### src/rtl/leaf_noc_pkg.sv
// Shared definitions for the leaf router control plane: port indices,
// crossbar direction codes, destination address fields and FSM states.
package leaf_noc_pkg;

    localparam int         NUM_REQ  = 5;
    localparam logic [2:0] PORT_GPU = 3'd0;
    localparam logic [2:0] PORT_SP1 = 3'd1;
    localparam logic [2:0] PORT_SP2 = 3'd2;
    localparam logic [2:0] PORT_SP3 = 3'd3;
    localparam logic [2:0] PORT_SP4 = 3'd4;

    typedef enum logic [1:0] {
        DIR_IDLE = 2'b00,
        DIR_DOWN = 2'b01,
        DIR_UP   = 2'b10,
        DIR_DROP = 2'b11
    } dir_e;

    typedef enum logic {
        ST_IDLE = 1'b0,
        ST_XFER = 1'b1
    } state_e;

    function automatic logic [3:0] addr_group(input logic [5:0] addr);
        return addr[5:2];
    endfunction

    function automatic logic [1:0] addr_router(input logic [5:0] addr);
        return addr[1:0];
    endfunction

endpackage

### src/rtl/leaf_xbar_scheduler_if.sv
// Requester/output-port handshake and grant status bundle of the leaf crossbar scheduler.
interface leaf_xbar_scheduler_if #(
    parameter int CNT_W = 8
);
    logic             arb_enable;
    logic [4:0]       req_valid;
    logic [4:0]       req_last;
    logic [29:0]      req_dest_addr;
    logic [4:0]       out_ready;
    logic [4:0]       req_pop;
    logic             grant_valid;
    logic [2:0]       current_grant;
    logic [2:0]       route_sel;
    logic [1:0]       direction;
    logic             busy;
    logic [CNT_W-1:0] beat_count;
    logic             pkt_done;
    logic             timeout_err;
    logic             drop_err;

    modport master (
        output arb_enable, req_valid, req_last, req_dest_addr, out_ready,
        input  req_pop, grant_valid, current_grant, route_sel, direction,
               busy, beat_count, pkt_done, timeout_err, drop_err
    );

    modport slave (
        input  arb_enable, req_valid, req_last, req_dest_addr, out_ready,
        output req_pop, grant_valid, current_grant, route_sel, direction,
               busy, beat_count, pkt_done, timeout_err, drop_err
    );
endinterface

### src/rtl/leaf_xbar_scheduler_rr_pick5.sv
// Combinational round-robin picker over five requesters: the first set bit
// strictly after the pointer wins, wrapping from index 4 back to 0.
module rr_pick5
    import leaf_noc_pkg::*;
(
    input  logic [4:0] req,
    input  logic [2:0] pointer,
    output logic       any,
    output logic [2:0] idx
);

    int cand;

    always_comb begin
        any  = |req;
        idx  = PORT_GPU;
        cand = 0;
        // Walk from the farthest offset inward so the nearest requester is assigned last.
        for (int k = NUM_REQ; k >= 1; k--) begin
            cand = (int'(pointer) + k) % NUM_REQ;
            if (req[cand]) idx = 3'(cand);
        end
    end

endmodule

### src/rtl/leaf_xbar_scheduler.sv
// Single-path crossbar scheduler for the leaf router: grants one requester at a
// time, decodes its route at grant, and holds it until last beat or stall timeout.
module leaf_xbar_scheduler
    import leaf_noc_pkg::*;
#(
    parameter int         DWIDTH         = 16,
    parameter logic [3:0] GROUP_ID       = 4'b0001,
    parameter int         ROUTER_ID      = 4,
    parameter int         TIMEOUT_CYCLES = 16,
    parameter int         CNT_W          = 8
) (
    input logic                  clk,
    input logic                  reset,
    leaf_xbar_scheduler_if.slave bus
);

    localparam int         STALL_W = (TIMEOUT_CYCLES > 2) ? $clog2(TIMEOUT_CYCLES) : 1;
    localparam logic [1:0] SELF_RT = 2'(ROUTER_ID);

    if (DWIDTH < 1 || TIMEOUT_CYCLES < 2) begin : g_bad_params
        $error("leaf_xbar_scheduler: need DWIDTH >= 1 and TIMEOUT_CYCLES >= 2");
    end

    function automatic logic [CNT_W-1:0] sat_inc(input logic [CNT_W-1:0] c);
        return (c == '1) ? c : c + 1'b1;
    endfunction

    state_e             state;
    logic [2:0]         rr_ptr;
    logic [STALL_W-1:0] stall_cnt;
    logic               grant_valid;
    logic [2:0]         current_grant;
    logic [2:0]         route_sel;
    dir_e               direction;
    logic               busy;
    logic [CNT_W-1:0]   beat_count;
    logic               pkt_done;
    logic               timeout_err;
    logic               drop_err;

    logic       gnt_any;
    logic [2:0] gnt_idx;
    logic [5:0] win_dest;
    logic       win_self;
    dir_e       dec_dir;
    logic [2:0] dec_route;
    logic       pop_ok;

    rr_pick5 u_pick (
        .req     (bus.req_valid),
        .pointer (rr_ptr),
        .any     (gnt_any),
        .idx     (gnt_idx)
    );

    // Route of the would-be winner; only captured on the granting edge.
    always_comb begin
        win_dest  = bus.req_dest_addr[gnt_idx*6 +: 6];
        win_self  = (addr_group(win_dest) == GROUP_ID) && (addr_router(win_dest) == SELF_RT);
        dec_dir   = DIR_DROP;
        dec_route = PORT_GPU;
        if (gnt_idx == PORT_GPU) begin
            if (!win_self) begin
                dec_dir   = DIR_UP;
                dec_route = PORT_SP1 + {1'b0, addr_router(win_dest)};
            end
        end else if (win_self) begin
            dec_dir = DIR_DOWN;
        end
    end

    // Drop-routed packets ignore downstream ready so they drain at line rate.
    always_comb begin
        pop_ok = 1'b0;
        if (state == ST_XFER && bus.req_valid[current_grant])
            pop_ok = (direction == DIR_DROP) || bus.out_ready[route_sel];
        bus.req_pop = {4'b0000, pop_ok} << current_grant;
    end

    always_ff @(posedge clk) begin
        if (reset) begin
            state         <= ST_IDLE;
            rr_ptr        <= PORT_SP4;
            stall_cnt     <= '0;
            grant_valid   <= 1'b0;
            current_grant <= PORT_GPU;
            route_sel     <= PORT_GPU;
            direction     <= DIR_IDLE;
            busy          <= 1'b0;
            beat_count    <= '0;
            pkt_done      <= 1'b0;
            timeout_err   <= 1'b0;
            drop_err      <= 1'b0;
        end else begin
            pkt_done    <= 1'b0;
            timeout_err <= 1'b0;
            drop_err    <= 1'b0;
            case (state)
                ST_IDLE: begin
                    if (bus.arb_enable && gnt_any) begin
                        state         <= ST_XFER;
                        busy          <= 1'b1;
                        grant_valid   <= 1'b1;
                        current_grant <= gnt_idx;
                        route_sel     <= dec_route;
                        direction     <= dec_dir;
                        beat_count    <= '0;
                        stall_cnt     <= '0;
                    end
                end
                ST_XFER: begin
                    if (pop_ok) begin
                        beat_count <= sat_inc(beat_count);
                        stall_cnt  <= '0;
                        if (bus.req_last[current_grant]) begin
                            pkt_done    <= 1'b1;
                            drop_err    <= (direction == DIR_DROP);
                            state       <= ST_IDLE;
                            busy        <= 1'b0;
                            grant_valid <= 1'b0;
                            direction   <= DIR_IDLE;
                            rr_ptr      <= current_grant;
                        end
                    end else if (stall_cnt == STALL_W'(TIMEOUT_CYCLES - 1)) begin
                        timeout_err <= 1'b1;
                        state       <= ST_IDLE;
                        busy        <= 1'b0;
                        grant_valid <= 1'b0;
                        direction   <= DIR_IDLE;
                        rr_ptr      <= current_grant;
                    end else begin
                        stall_cnt <= stall_cnt + 1'b1;
                    end
                end
                default: state <= ST_IDLE;
            endcase
        end
    end

    assign bus.grant_valid   = grant_valid;
    assign bus.current_grant = current_grant;
    assign bus.route_sel     = route_sel;
    assign bus.direction     = direction;
    assign bus.busy          = busy;
    assign bus.beat_count    = beat_count;
    assign bus.pkt_done      = pkt_done;
    assign bus.timeout_err   = timeout_err;
    assign bus.drop_err      = drop_err;

endmodule

### src/flat_wrapper.sv
// flat-port wrapper written by rule: the top's interface ports become plain ports
module leaf_xbar_scheduler_flat import leaf_noc_pkg::*;
#(
    parameter int         DWIDTH         = 16,
    parameter logic [3:0] GROUP_ID       = 4'b0001,
    parameter int         ROUTER_ID      = 4,
    parameter int         TIMEOUT_CYCLES = 16,
    parameter int         CNT_W          = 8
)
  (clk, reset, bus_arb_enable, bus_req_valid, bus_req_last, bus_req_dest_addr, bus_out_ready, bus_req_pop, bus_grant_valid, bus_current_grant, bus_route_sel, bus_direction, bus_busy, bus_beat_count, bus_pkt_done, bus_timeout_err, bus_drop_err);
  leaf_xbar_scheduler_if #(.CNT_W(CNT_W)) bus_i ();
  input logic clk;
  input logic reset;
  input wire logic [$bits(bus_i.arb_enable)-1:0] bus_arb_enable;
  input wire logic [$bits(bus_i.req_valid)-1:0] bus_req_valid;
  input wire logic [$bits(bus_i.req_last)-1:0] bus_req_last;
  input wire logic [$bits(bus_i.req_dest_addr)-1:0] bus_req_dest_addr;
  input wire logic [$bits(bus_i.out_ready)-1:0] bus_out_ready;
  output wire logic [$bits(bus_i.req_pop)-1:0] bus_req_pop;
  output wire logic [$bits(bus_i.grant_valid)-1:0] bus_grant_valid;
  output wire logic [$bits(bus_i.current_grant)-1:0] bus_current_grant;
  output wire logic [$bits(bus_i.route_sel)-1:0] bus_route_sel;
  output wire logic [$bits(bus_i.direction)-1:0] bus_direction;
  output wire logic [$bits(bus_i.busy)-1:0] bus_busy;
  output wire logic [$bits(bus_i.beat_count)-1:0] bus_beat_count;
  output wire logic [$bits(bus_i.pkt_done)-1:0] bus_pkt_done;
  output wire logic [$bits(bus_i.timeout_err)-1:0] bus_timeout_err;
  output wire logic [$bits(bus_i.drop_err)-1:0] bus_drop_err;
  assign bus_i.arb_enable = bus_arb_enable;
  assign bus_i.req_valid = bus_req_valid;
  assign bus_i.req_last = bus_req_last;
  assign bus_i.req_dest_addr = bus_req_dest_addr;
  assign bus_i.out_ready = bus_out_ready;
  assign bus_req_pop = bus_i.req_pop;
  assign bus_grant_valid = bus_i.grant_valid;
  assign bus_current_grant = bus_i.current_grant;
  assign bus_route_sel = bus_i.route_sel;
  assign bus_direction = bus_i.direction;
  assign bus_busy = bus_i.busy;
  assign bus_beat_count = bus_i.beat_count;
  assign bus_pkt_done = bus_i.pkt_done;
  assign bus_timeout_err = bus_i.timeout_err;
  assign bus_drop_err = bus_i.drop_err;
  leaf_xbar_scheduler #(.DWIDTH(DWIDTH), .GROUP_ID(GROUP_ID), .ROUTER_ID(ROUTER_ID), .TIMEOUT_CYCLES(TIMEOUT_CYCLES), .CNT_W(CNT_W)) u_core (.clk(clk), .reset(reset), .bus(bus_i));
endmodule
### config.mk
export PLATFORM = sky130hd
export DESIGN_NAME = leaf_xbar_scheduler_flat
export DESIGN_NICKNAME = d
export VERILOG_FILES = /design/src/rtl/leaf_noc_pkg.sv /design/src/rtl/leaf_xbar_scheduler_if.sv /design/src/rtl/leaf_xbar_scheduler_rr_pick5.sv /design/src/rtl/leaf_xbar_scheduler.sv /design/src/flat_wrapper.sv
export SDC_FILE = /design/constraint.sdc
export NUM_CORES = 1
export LEC_CHECK = 0
export BUFFER_PORTS_ARGS = -buffer_cell sky130_fd_sc_hd__buf_4
export CORE_MARGIN = 1.5
export CORE_UTILIZATION = 39
export CTS_CLUSTER_DIAMETER = 80
export CTS_CLUSTER_SIZE = 10
export DETAILED_ROUTE_END_ITERATION = 10
export PLACE_DENSITY = 0.67
export SYNTH_ARGS = -nofsm -noshare
export SYNTH_HDL_FRONTEND = slang
export SYNTH_SLANG_ARGS = --single-unit
### constraint.sdc
create_clock -name clk -period 5.95 [get_ports clk]
set_clock_uncertainty 0.2 [all_clocks]
set_input_delay 0.2975 -clock clk [delete_from_list [all_inputs] [get_ports clk]]
set_output_delay 0.2975 -clock clk [all_outputs]
set_load 0.005 [all_outputs]
# Yosys cells after proc, flatten, opt, wreduce, memory -nomap -nowiden

Index checks and enable logic that the tools add are counted.

Register bits: 28
Input port bits: 48
Output and inout port bits: 26
Word-level logic and storage cells: 124

Add/subtract/negate cells: 8
Multiply operators: 1
Divide/modulo/power cells: 5
Magnitude comparators: 7
Equality and inequality tests: 11
Shift-type cells: 2
Mux-type cells: 60
Bitwise gates (word level): 3
Reduce and logical (&&, ||, !) cells: 16

Operators with widths:

| kind                    | count |
|---|---|
| $lt A32 B5 Y1 const B   | 5 |
| $mod A32 B4 Y32 const B | 5 |
| $mux W3                 | 10 |
| $shiftx A30 B7 Y6       | 1 |
| $mux W1                 | 25 |
| $bmux W1 S3             | 8 |
| $mux W8                 | 3 |
| $pmux W8 S2             | 1 |
| $mux W2                 | 6 |
| $mux W4                 | 3 |
| $ne A3 B3 Y1 const B    | 3 |
| $reduce_and A3 Y1       | 3 |
| $add A3 B2 Y4 const B   | 2 |
| $add A3 B3 Y4 const B   | 2 |
| $add A8 B1 Y8 const B   | 1 |
| $eq A8 B8 Y1 const B    | 1 |
| $lt A3 B4 Y1 const B    | 2 |
| $pmux W4 S2             | 1 |
| $ne A2 B2 Y1 const B    | 3 |
| $reduce_or A3 Y1        | 2 |
| $mul A3 B2 Y5 const B   | 1 |
| $reduce_or A5 Y1        | 1 |
| $shl A1 B3 Y5           | 1 |
| $add A3 B1 Y4 const B   | 1 |
| other kinds (16)        | 22 |

# Depth between registers and ports, before layout

Gate-level depths: netlist (run 1).

Depth after elaboration: 18
Depth in mapped cells: 27
Gate-level depth less buffers: 23

# Cells and area by module

Synthesis (run 1) repeated with hierarchy kept, for this count alone.

Cells, all modules: 456
Area total of the unflattened synthesis: 3612.2 um2

Modules (own cells, without submodules):

| module              | times used | cells an instance | area an instance (um2) | sequential area each (um2) |
|---|---|---|---|---|
| rr_pick5            | 1          | 253               | 1879.3                 | 0.0 |
| leaf_xbar_scheduler | 1          | 203               | 1732.9                 | 560.5 |

# Worst setup path before layout (run 1)

No wires, ideal clock.

Path kind: register to register
Start: register u_core.rr_ptr[0]
End: register u_core.route_sel[1], in the netlist u_core.bus.route_sel[1]
Library setup time: 0.071 ns
Data arrival time: 6.136 ns
Required time: 5.679 ns
Path slack: -0.456 ns
Cell stages (with the launch flop): 26
Buffers on the path: 5
Clock period less this slack: 6.406 ns
Cells stage by stage: dfxtp_1 buf_2 buf_2 clkbuf_1 buf_2 inv_1 ha_1 buf_2 inv_1 ha_1 or3b_1 o22ai_1 or2_2 ha_1 nor2b_1 nor3_1 a211o_2 or3_1 and2_1 o21ai_1 a31oi_4 or2_2 a311o_2 ha_1 or4b_1 a21oi_1

Word-level cells in the longest chain between the ends: 16
Elaborated cells on any way between the ends: 39
Classes of those cells: add/sub: 6; mul: 1; div: 5; eq/ne: 1; shift: 1; mux: 22; reduce/logical: 3

Ends and longest elaborated chain:

| item                                                    | line                               | RTL |
|---|---|---|
| start, declared                                         | leaf_xbar_scheduler.sv:29          | `logic [2:0] rr_ptr;` |
| start signal, assigned                                  | leaf_xbar_scheduler.sv:122         | `rr_ptr <= current_grant;` |
| start signal, assigned                                  | leaf_xbar_scheduler.sv:130         | `rr_ptr <= current_grant;` |
| $add A3 B3 Y4                                           | leaf_xbar_scheduler_rr_pick5.sv:20 | `cand = (int'(pointer) + k) % NUM_REQ;` |
| $mod A32 B4 Y32                                         | leaf_xbar_scheduler_rr_pick5.sv:20 |  |
| $bmux W1 S3                                             | leaf_xbar_scheduler_rr_pick5.sv:21 | `if (req[cand]) idx = 3'(cand);` |
| $mux W1 (not written as such) (2 in series)             | leaf_xbar_scheduler_rr_pick5.sv:21 |  |
| $mux W3 (4 in series)                                   | leaf_xbar_scheduler_rr_pick5.sv:21 |  |
| $mux W3 *                                               | leaf_xbar_scheduler_rr_pick5.sv:21 |  |
| $mul A3 B2 Y5                                           | leaf_xbar_scheduler.sv:58          | `win_dest = bus.req_dest_addr[gnt_idx*6 +: 6];` |
| $shiftx A30 B7 Y6                                       | leaf_xbar_scheduler.sv:58          |  |
| $eq A4 B1 Y1 / $logic_not A2 Y1 (equally long branches) | leaf_xbar_scheduler.sv:59          | `win_self = (addr_group(win_dest) == GROUP_ID) && (addr_router(win_dest) == SELF_RT);` |
| $logic_and A1 B1 Y1                                     | leaf_xbar_scheduler.sv:59          |  |
| $mux W3                                                 | leaf_xbar_scheduler.sv:63          | `if (!win_self) begin` |
| $mux W3 *                                               | leaf_xbar_scheduler.sv:62          | `if (gnt_idx == PORT_GPU) begin` |
| end signal, assigned                                    | leaf_xbar_scheduler.sv:105         | `route_sel <= dec_route;` |
| end, declared                                           | leaf_xbar_scheduler.sv:33          | `logic [2:0] route_sel;` |

Every way passes the cells marked *; elsewhere a longest branch is shown, timed or not. The select of a mux whose other input is x is not followed.
A chain may end at the register's enable or synchronous reset.

# Worst setup path after layout (run 1)

Ends and elaborated chain as after synthesis.

==> results of run 1 <==
[power groups by stage]
stage / combinational, mW / sequential (mW) / clock (mW)
final: 0.148 / 0.205 / 0.152
after global routing: 0.163 / 0.207 / 0.162
after CTS: 0.145 / 0.205 / 0.155
after detailed placement: 0.145 / 0.209 / 0
after global placement: 0.141 / 0.209 / 0
after floorplan: 0.0925 / 0.205 / 0
[cell usage in the layout (no fill, tap or decap), types with 3 or more instances in the layout]
master / netlist / layout
inv_2: 6 / 6
nand2b_1: 10 / 10
nor2b_1: 10 / 9
o211ai_1: 3 / 3
nand3_1: 12 / 12
or3_1: 5 / 5
buf_4: 2 / 83
a31oi_1: 7 / 7
mux4_2: 3 / 3
xor2_1: 4 / 4
xnor2_1: 9 / 8
a21oi_1: 32 / 32
nor2_1: 39 / 38
or2_2: 5 / 5
o21ai_1: 4 / 3
nor4b_1: 5 / 5
clkbuf_8: 0 / 3
mux2_2: 5 / 5
a21o_1: 3 / 3
ha_1: 30 / 29
and3_1: 6 / 6
nand2_1: 26 / 26
a211oi_1: 6 / 6
mux2i_1: 26 / 26
or4_1: 3 / 3
o211a_1: 6 / 6
dfxtp_1: 28 / 27
o21ai_0: 19 / 19
o221a_2: 3 / 3
nor3_1: 9 / 9
nor4_1: 6 / 6
o2111ai_1: 3 / 3
a22oi_1: 3 / 3
nand3b_1: 4 / 4
o22ai_1: 6 / 5
o21a_1: 9 / 9
inv_1: 19 / 19
[state kept, by name, summed over array words and instances (netlist names)]
register	flops
u_core.stall_cnt	4
u_core.rr_ptr	3
u_core.bus.direction	2
u_core.bus.grant_valid	1
u_core.bus.route_sel	3
u_core.bus.drop_err	1
u_core.bus.timeout_err	1
u_core.bus.beat_count	8
u_core.bus.current_grant	3
u_core.state	1
u_core.bus.pkt_done	1
[routing by layer]
layer | GRT usage | vias up | routed length, um
li1 | - | 1803 | -
met1 | 0.267 | 1704 | 4390
met2 | 0.346 | 86 | 4760
met3 | 0.0115 | 16 | 403
met4 | 0.0593 | 0 | 214
met5 | 0 | - | 0
[final cells by class]
cell class | instances | area (um^2) | share of cell area
clock buffer | 3 | 41.3 | 0.00963
multi-input combinational | 372 | 2800 | 0.654
clock inverter | 1 | 30.0 | 0.00701
inverter | 25 | 93.8 | 0.0219
timing repair buffer | 83 | 623 | 0.145
tap | 108 | 135 | 0.0315
sequential | 28 | 562 | 0.131
[cells in the mapped netlist (5+ instances only)]
| library cell | count | share of area |
|---|---|---|
| nand2_1 | 26 | 0.028 |
| nor2_1 | 39 | 0.042 |
| nand2b_1 | 10 | 0.018 |
| nor4b_1 | 5 | 0.012 |
| o211a_1 | 6 | 0.017 |
| or3_1 | 5 | 0.0089 |
| mux2_2 | 5 | 0.016 |
| o21a_1 | 9 | 0.019 |
| clkbuf_1 | 16 | 0.017 |
| mux2i_1 | 26 | 0.074 |
| ha_1 | 30 | 0.11 |
| o22ai_1 | 6 | 0.011 |
| nor2b_1 | 10 | 0.018 |
| inv_1 | 19 | 0.020 |
| a211oi_1 | 6 | 0.013 |
| inv_2 | 6 | 0.0064 |
| xnor2_1 | 9 | 0.022 |
| a31oi_1 | 7 | 0.012 |
| or2_2 | 5 | 0.0089 |
| a21oi_1 | 32 | 0.046 |
| and3_1 | 6 | 0.011 |
| buf_2 | 7 | 0.010 |
| dfxtp_1 | 28 | 0.16 |
| nand3_1 | 12 | 0.017 |
| o21ai_0 | 19 | 0.027 |
| nor3_1 | 9 | 0.013 |
| nor4_1 | 6 | 0.011 |
[logic make-up after synthesis]
group                      count (synthesis)  synth area share
AOI/OAI and AO/OA                        134             0.275
xor gates and xnor gates                  14            0.0371
adders and majority gates                 30             0.107
buffers and inverters                     50            0.0581
DFF                                       28             0.160
muxes                                     34             0.109
and+or+nand+nor                          160             0.253
[worst paths after layout]
path / start / end / slack, ps / depth (start not counted)
worst max-delay path: u_core.rr_ptr[0]$_SDFFE_PP0P_ / u_core.bus.route_sel[1]$_SDFFE_PP0P_ / 370 / 21
worst max register to register: u_core.rr_ptr[0]$_SDFFE_PP0P_ / u_core.bus.route_sel[1]$_SDFFE_PP0P_ / 370 / 21
worst min register to register: u_core.bus.route_sel[2]$_SDFFE_PP0P_ / u_core.bus.route_sel[2]$_SDFFE_PP0P_ / 300 / 2
worst min-delay path: reset / u_core.bus.route_sel[1]$_SDFFE_PP0P_ / 160 / 2
[critical path, stage by stage, from the launching register on]
cell and delay [ps]:
dfxtp_1 390, inv_1 130, ha_4 210, xnor2_2 230, inv_2 120, ha_1 230, or3b_1 360, o22ai_2 160
or2_2 170, ha_1 200, nor2b_2 190, nor3_1 70, a211o_2 370, or3_1 400, a32oi_1 210, o211ai_1 180
a22o_2 320, mux2i_1 140, a311o_2 410, ha_1 280, or4b_1 420, a21oi_1 140
==> results by group, run 1 <==
Outcome
  – Status: finished clean

Synthesis
  – EDFF count, synth: 0
  – Ys Warns: 0
  – Seq cells post-synth: 28
  – Synth Flop Type: dfxtp_1
  – Syn avg cell area: 7.80 um^2
  – Post-synthesis cell area: 0.00351 mm^2
  – Cells after Synth: 450
  – Synth Net Count: 528
  – Register area share after synthesis: 0.160
  – FFs w/ async S/R, synth: 0
  – Yosys cell types: 80

STA
  – Fin crit share: 0.938
  – Hold_ws: 159 ps
  – Actual slew at the worst max-slew pin: 882 ps
  – Final Max Tran Viols: 0
  – Minimum clock period: 5580 ps
  – Fmax: 179 MHz
  – Final setup viols: 0
  – Fin Setup TNS: 0 ps
  – RSZ-0062 raised after global routing: false
  – Max_slew headroom: 0.412
  – Final hold violations: 0
  – Final WS setup: 369 ps

Layout
  – NumNets Final: 591
  – Final Cell Area: 0.00429 mm^2
  – Fraction of layout cells with a size suffix above 1: 0.264
  – Area growth syn-to-layout: 22.2%
  – Layout Cells excl Fill: 620
  – Diode count: 0
  – Fin util: 0.492
  – # fillers: 850

Floorplanning
  – CORE AREA: 0.00872 mm^2
  – Die width: 97.8 um
  – Die H: 97.8 um
  – Top Ports: 74
  – Std cell rows: 34
  – Initial Util: 0.402
  – Die area: 0.00957 mm^2

Setup path
  – Critical Path End Type: register
  – Kind of start point of the critical path: register
  – WP data arrival: 5600 ps
  – CP Max Fanout: 6
  – Critical Path RT: 5970 ps
  – Crit path kind: register to register

Detailed routing
  – Iter 0 DRT Violations: 149
  – Drt drc: 0
  – Final WL: 9.77 mm
  – DR vias/cell: 5.82
  – Final ANT Viol Nets: 0
  – Via count: 3609
  – WL/cell: 15.8 um
  – Pre-Repair DR Iteration Count: 4

Placement
  – Placed instance count: 616
  – GPL Wtd Cong: 0.934
  – Area post-placement: 0.00418 mm^2
  – IO buf count: 73
  – Dpl ws: 234 ps
  – DP Wirelength: 7.63 mm

Global routing
  – GRT Overall Usage: 0.200
  – Grt ovf: 0
  – Vias in the first global route: 3465
  – First-pass GRT wire length: 16.4 mm
  – Initial antenna violation count: 0
  – Pin count of the biggest net entering global routing: 37

Clock network
  – TritonCTS clock tree: built
  – Hold_buf cts: 0
  – CTS H-tree lvls: 1
  – Clock buffer count from CTS: 3
  – Clock Sinks: 28
  – Root buffer cell: clkbuf_8
  – Clock Path Buffers: 2
  – Clk pin slew, worst setup/hold paths: 100 ps
  – Clock Latency Late Sink: 280 ps
  – Post-CTS Resized: 0
  – Postcts setup bufs: 0

Power and ir drop
  – NetSw: 0.147 mW
  – Combinational power share: 0.292
  – Leak pwr: 1.92 nW
  – Internal power: 0.358 mW
  – Clk network pwr share: 0.301
  – Pwr/cell area: 118 mW/mm^2
  – Switching Fraction: 0.291
  – Maximum VDD drop: 103 uV
  – Flop pwr share: 0.407
  – Final Total Pwr: 0.505 mW

Worst hold path
  – Min-Delay Path Class: input pin to register

Run
  – Max Cap Violations: 0
(Power assumes the default switching activity.)
==> run 2: changes to the inputs <==
--- a/config.mk
+++ b/config.mk
@@ -11,7 +11,8 @@
 export CTS_CLUSTER_DIAMETER = 80
 export CTS_CLUSTER_SIZE = 10
 export DETAILED_ROUTE_END_ITERATION = 10
-export PLACE_DENSITY = 0.67
+export PLACE_DENSITY = 0.66
 export SYNTH_ARGS = -nofsm -noshare
 export SYNTH_HDL_FRONTEND = slang
+export SYNTH_HIERARCHICAL = 1
 export SYNTH_SLANG_ARGS = --single-unit
==> run 2 against run 1 <==
Cell count is 1.3% higher. Register-to-register slack better by 80 ps. Hold slack better by 29 ps. Clock-buffer cell count stayed put. Core utilization hardly changed. Critical endpoint is now u_core/bus.direction[0]$_SDFFE_PP0P_. Cell area is 1.5% higher. Critical path type unchanged. Sequential share of layout area is 0.20 points lower. Total power is 38% higher. Routed wire length is 6.1% higher. Maximum frequency is 1.5% higher. Area after synthesis is 3.0% higher.
==> results by group, run 2 <==
Synthesis
  – Syn avg cell area: 7.92 um^2
  – Synth area leaders: dfxtp_1 16%, ha_1 10%, mux2i_1 5.3%
  – FFs w/ async S/R, synth: 0
  – Cells after Synth: 456
  – Yosys cell types: 90
  – Leading area contributor after synthesis: dfxtp_1
  – Seq cells post-synth: 28
  – EDFF count, synth: 0
  – Ys Warns: 6
  – Register area share after synthesis: 0.155
  – Most instantiated cells after synthesis: 37 x nand2_1, 30 x ha_1, 30 x nor2_1
  – Most common cell in the netlist: nand2_1
  – Post-synthesis cell area: 0.00361 mm^2
  – Synth top area share: 0.155
  – Synth Net Count: 534
  – Synth Flop Type: dfxtp_1

STA
  – Minimum clock period: 5500 ps
  – Fmax: 182 MHz
  – Fin crit share: 0.924
  – Final WS setup: 451 ps
  – RSZ-0062 raised after global routing: false
  – Actual slew at the worst max-slew pin: 855 ps
  – Fin Setup TNS: 0 ps
  – Final hold violations: 0
  – Final Max Tran Viols: 0
  – Final setup viols: 0
  – Max_slew headroom: 0.429

Power and ir drop
  – Leak pwr: 1.74 nW
  – Pwr/cell area: 159 mW/mm^2
  – Maximum VDD drop: 127 uV

Clock network
  – Hold_buf cts: 0
  – Clock Latency Late Sink: 280 ps
  – Clock Sinks: 28
  – Clk pin slew, worst setup/hold paths: 100 ps
  – Clock buffer count from CTS: 3
  – TritonCTS clock tree: built
  – Root buffer cell: clkbuf_8
  – Postcts setup bufs: 0
  – CTS H-tree lvls: 1
  – Clock Path Buffers: 2

Global routing
  – Grt ovf: 0
  – First-pass GRT wire length: 17.4 mm
  – Vias in the first global route: 3566
  – Initial antenna violation count: 0
  – Pin count of the biggest net entering global routing: 34
  – GRT Overall Usage: 0.208

Worst hold path
  – WHS Path Cells: 2
  – Hold_sp: reset
  – Worst hold endpoint: u_core/bus.timeout_err$_SDFF_PP0_
  – Min-Delay Path Class: input pin to register

Floorplanning
  – Std cell rows: 34
  – CORE AREA: 0.00885 mm^2
  – Die H: 99.2 um
  – Initial Util: 0.408
  – Top Ports: 74
  – Die width: 99.2 um
  – Die area: 0.00985 mm^2

Layout
  – Most flop-heavy register: u_core/bus.beat_count
  – Commonest non-fill, non-tap cell in the layout: buf_4
  – Area growth syn-to-layout: 20.5%
  – Largest registers: u_core/bus.beat_count (8), u_core/stall_cnt (4)
  – Fraction of layout cells with a size suffix above 1: 0.271
  – NumNets Final: 599
  – Diode count: 0
  – Most frequent cells in the layout: 88 x buf_4, 36 x nand2_1, 30 x nor2_1, 29 x a21oi_1, 29 x ha_1
  – Max reg flops: 8
  – # fillers: 863

Detailed routing
  – Pre-Repair DR Iteration Count: 5
  – WL/cell: 16.5 um
  – DR vias/cell: 6.05
  – Via count: 3801
  – Final WL: 10.4 mm
  – Iter 0 DRT Violations: 241
  – Drt drc: 0
  – Final ANT Viol Nets: 0

Setup path
  – Reg2reg path depth: 24
  – WP data arrival: 5530 ps
  – Critical Path RT: 5980 ps
  – CP Max Fanout: 6
  – Critical Path End Type: register
  – Kind of start point of the critical path: register
  – Worst R2R Setup Slack: 450 ps
  – Largest incremental delay on the critical path: 420 ps
  – CP cell instances: clkinv_1, ha_4, inv_1, ha_1, nor2_1, a21oi_2, xnor2_2, inv_2, ha_1, inv_1, a2bb2oi_1, o211ai_2, and4_1, o211a_1, a221o_1, a211o_1, a32o_2, mux4_2, mux2_2, inv_1, ha_1, o311ai_1, a21boi_0, mux2_2
  – Slowest CP cell: mux4_2
  – Worst reg2reg startpoint: u_core/rr_ptr[0]$_SDFFE_PP0P_
  – Crit path kind: register to register
  – Critical R2R Capture: u_core/bus.direction[0]$_SDFFE_PP0P_

Outcome
  – Status: finished clean

Placement
  – IO buf count: 73
  – DP Wirelength: 7.91 mm
  – GPL Wtd Cong: 0.974
  – Dpl ws: 149 ps

Run
  – Max Cap Violations: 0
-- run 2: cell count changes in the layout (fill, tap and decap cells not counted), moves of 6 or more --
cell and delta:
mux2_2 +6, mux2i_1 -7, nand2_1 +10, nand4_1 +6
nor2_1 -8, nor2b_1 -6, o21a_1 -6
-- run 2: layer usage --
metal  share of wire  global-route usage
met5               0                   0
met2            0.50               0.363
met1            0.44               0.282
met4           0.010              0.0412
met3           0.050              0.0162
-- run 2: worst max path at each step --
| stage | from | end | slack (ps) | cells after the start |
|---|---|---|---|---|
| finish | u_core/rr_ptr[0]$_SDFFE_PP0P_ | u_core/bus.direction[0]$_SDFFE_PP0P_ | 450 | 24 |
| global route | u_core/rr_ptr[2]$_SDFFE_PP1P_ | u_core/bus.direction[0]$_SDFFE_PP0P_ | 50 | 22 |
| CTS | u_core/rr_ptr[2]$_SDFFE_PP1P_ | u_core/bus.direction[1]$_SDFFE_PP0P_ | 140 | 22 |
| detailed placement | u_core/rr_ptr[2]$_SDFFE_PP1P_ | u_core/bus.direction[1]$_SDFFE_PP0P_ | 150 | 22 |
| global placement | u_core/rr_ptr[2]$_SDFFE_PP1P_ | u_core/bus.direction[1]$_SDFFE_PP0P_ | 390 | 22 |
| floorplan | u_core/rr_ptr[0]$_SDFFE_PP0P_ | u_core/bus.direction[1]$_SDFFE_PP0P_ | 70 | 27 |
-- run 2: report_power, final --
group	switching [mW]	internal, mW
clock network	0.0629	0.0901
registers	0.0226	0.199
logic	0.168	0.152
total	0.253	0.441
-- run 2: worst max-delay path, delay by kind of cell (launching register included) --
| kind | cells | cell delay (ps) |
|---|---|---|
| AO/OA/AOI/OAI | 9 | 1940 |
| XOR/XNOR | 1 | 220 |
| adder cells (fa/ha/maj) | 4 | 910 |
| buffers and inverters | 5 | 460 |
| flip-flops | 1 | 400 |
| multiplexers | 3 | 880 |
| AND/OR/NAND/NOR | 2 | 440 |
-- run 2: logic make-up after synthesis --
family / after synthesis / synth area share
and+or+nand+nor: 164 / 0.250
AOI/OAI and AO/OA: 136 / 0.280
buffers and inverters: 57 / 0.0724
muxes: 34 / 0.112
adders and majority gates: 30 / 0.104
DFF: 28 / 0.155
xor gates and xnor gates: 7 / 0.0263
-- run 2: area by class of cell --
cell class	instances	area (um^2)	area share
well taps	108	135	0.0310
multi-input cells	371	2810	0.646
clock inverters	1	30.0	0.00690
flip-flops and latches	28	562	0.129
repair buffers	88	661	0.152
inverters	29	111	0.0256
clock buffers	3	41.3	0.00949
-- run 2: stage by stage --
step                       util  hold WS (ps)  cell area [um^2]  power, mW  cells
after floorplan               -           270              3610      0.442    456
after detailed placement  0.481           299              4260      0.538    624
after global routing      0.492           199              4350      0.741    628
after global placement    0.481           292              4260      0.533    624
after CTS                 0.489           190              4330      0.693    628
final                     0.492           188              4350      0.694    628
-- run 2: timing repair --
| item | 4_1_cts | 5_1_grt |
|---|---|---|
| endpoints found under the setup margin | 0 | 5 |
| endpoints found under the hold margin | 0 | 0 |
| resized for setup | 0 | 7 |
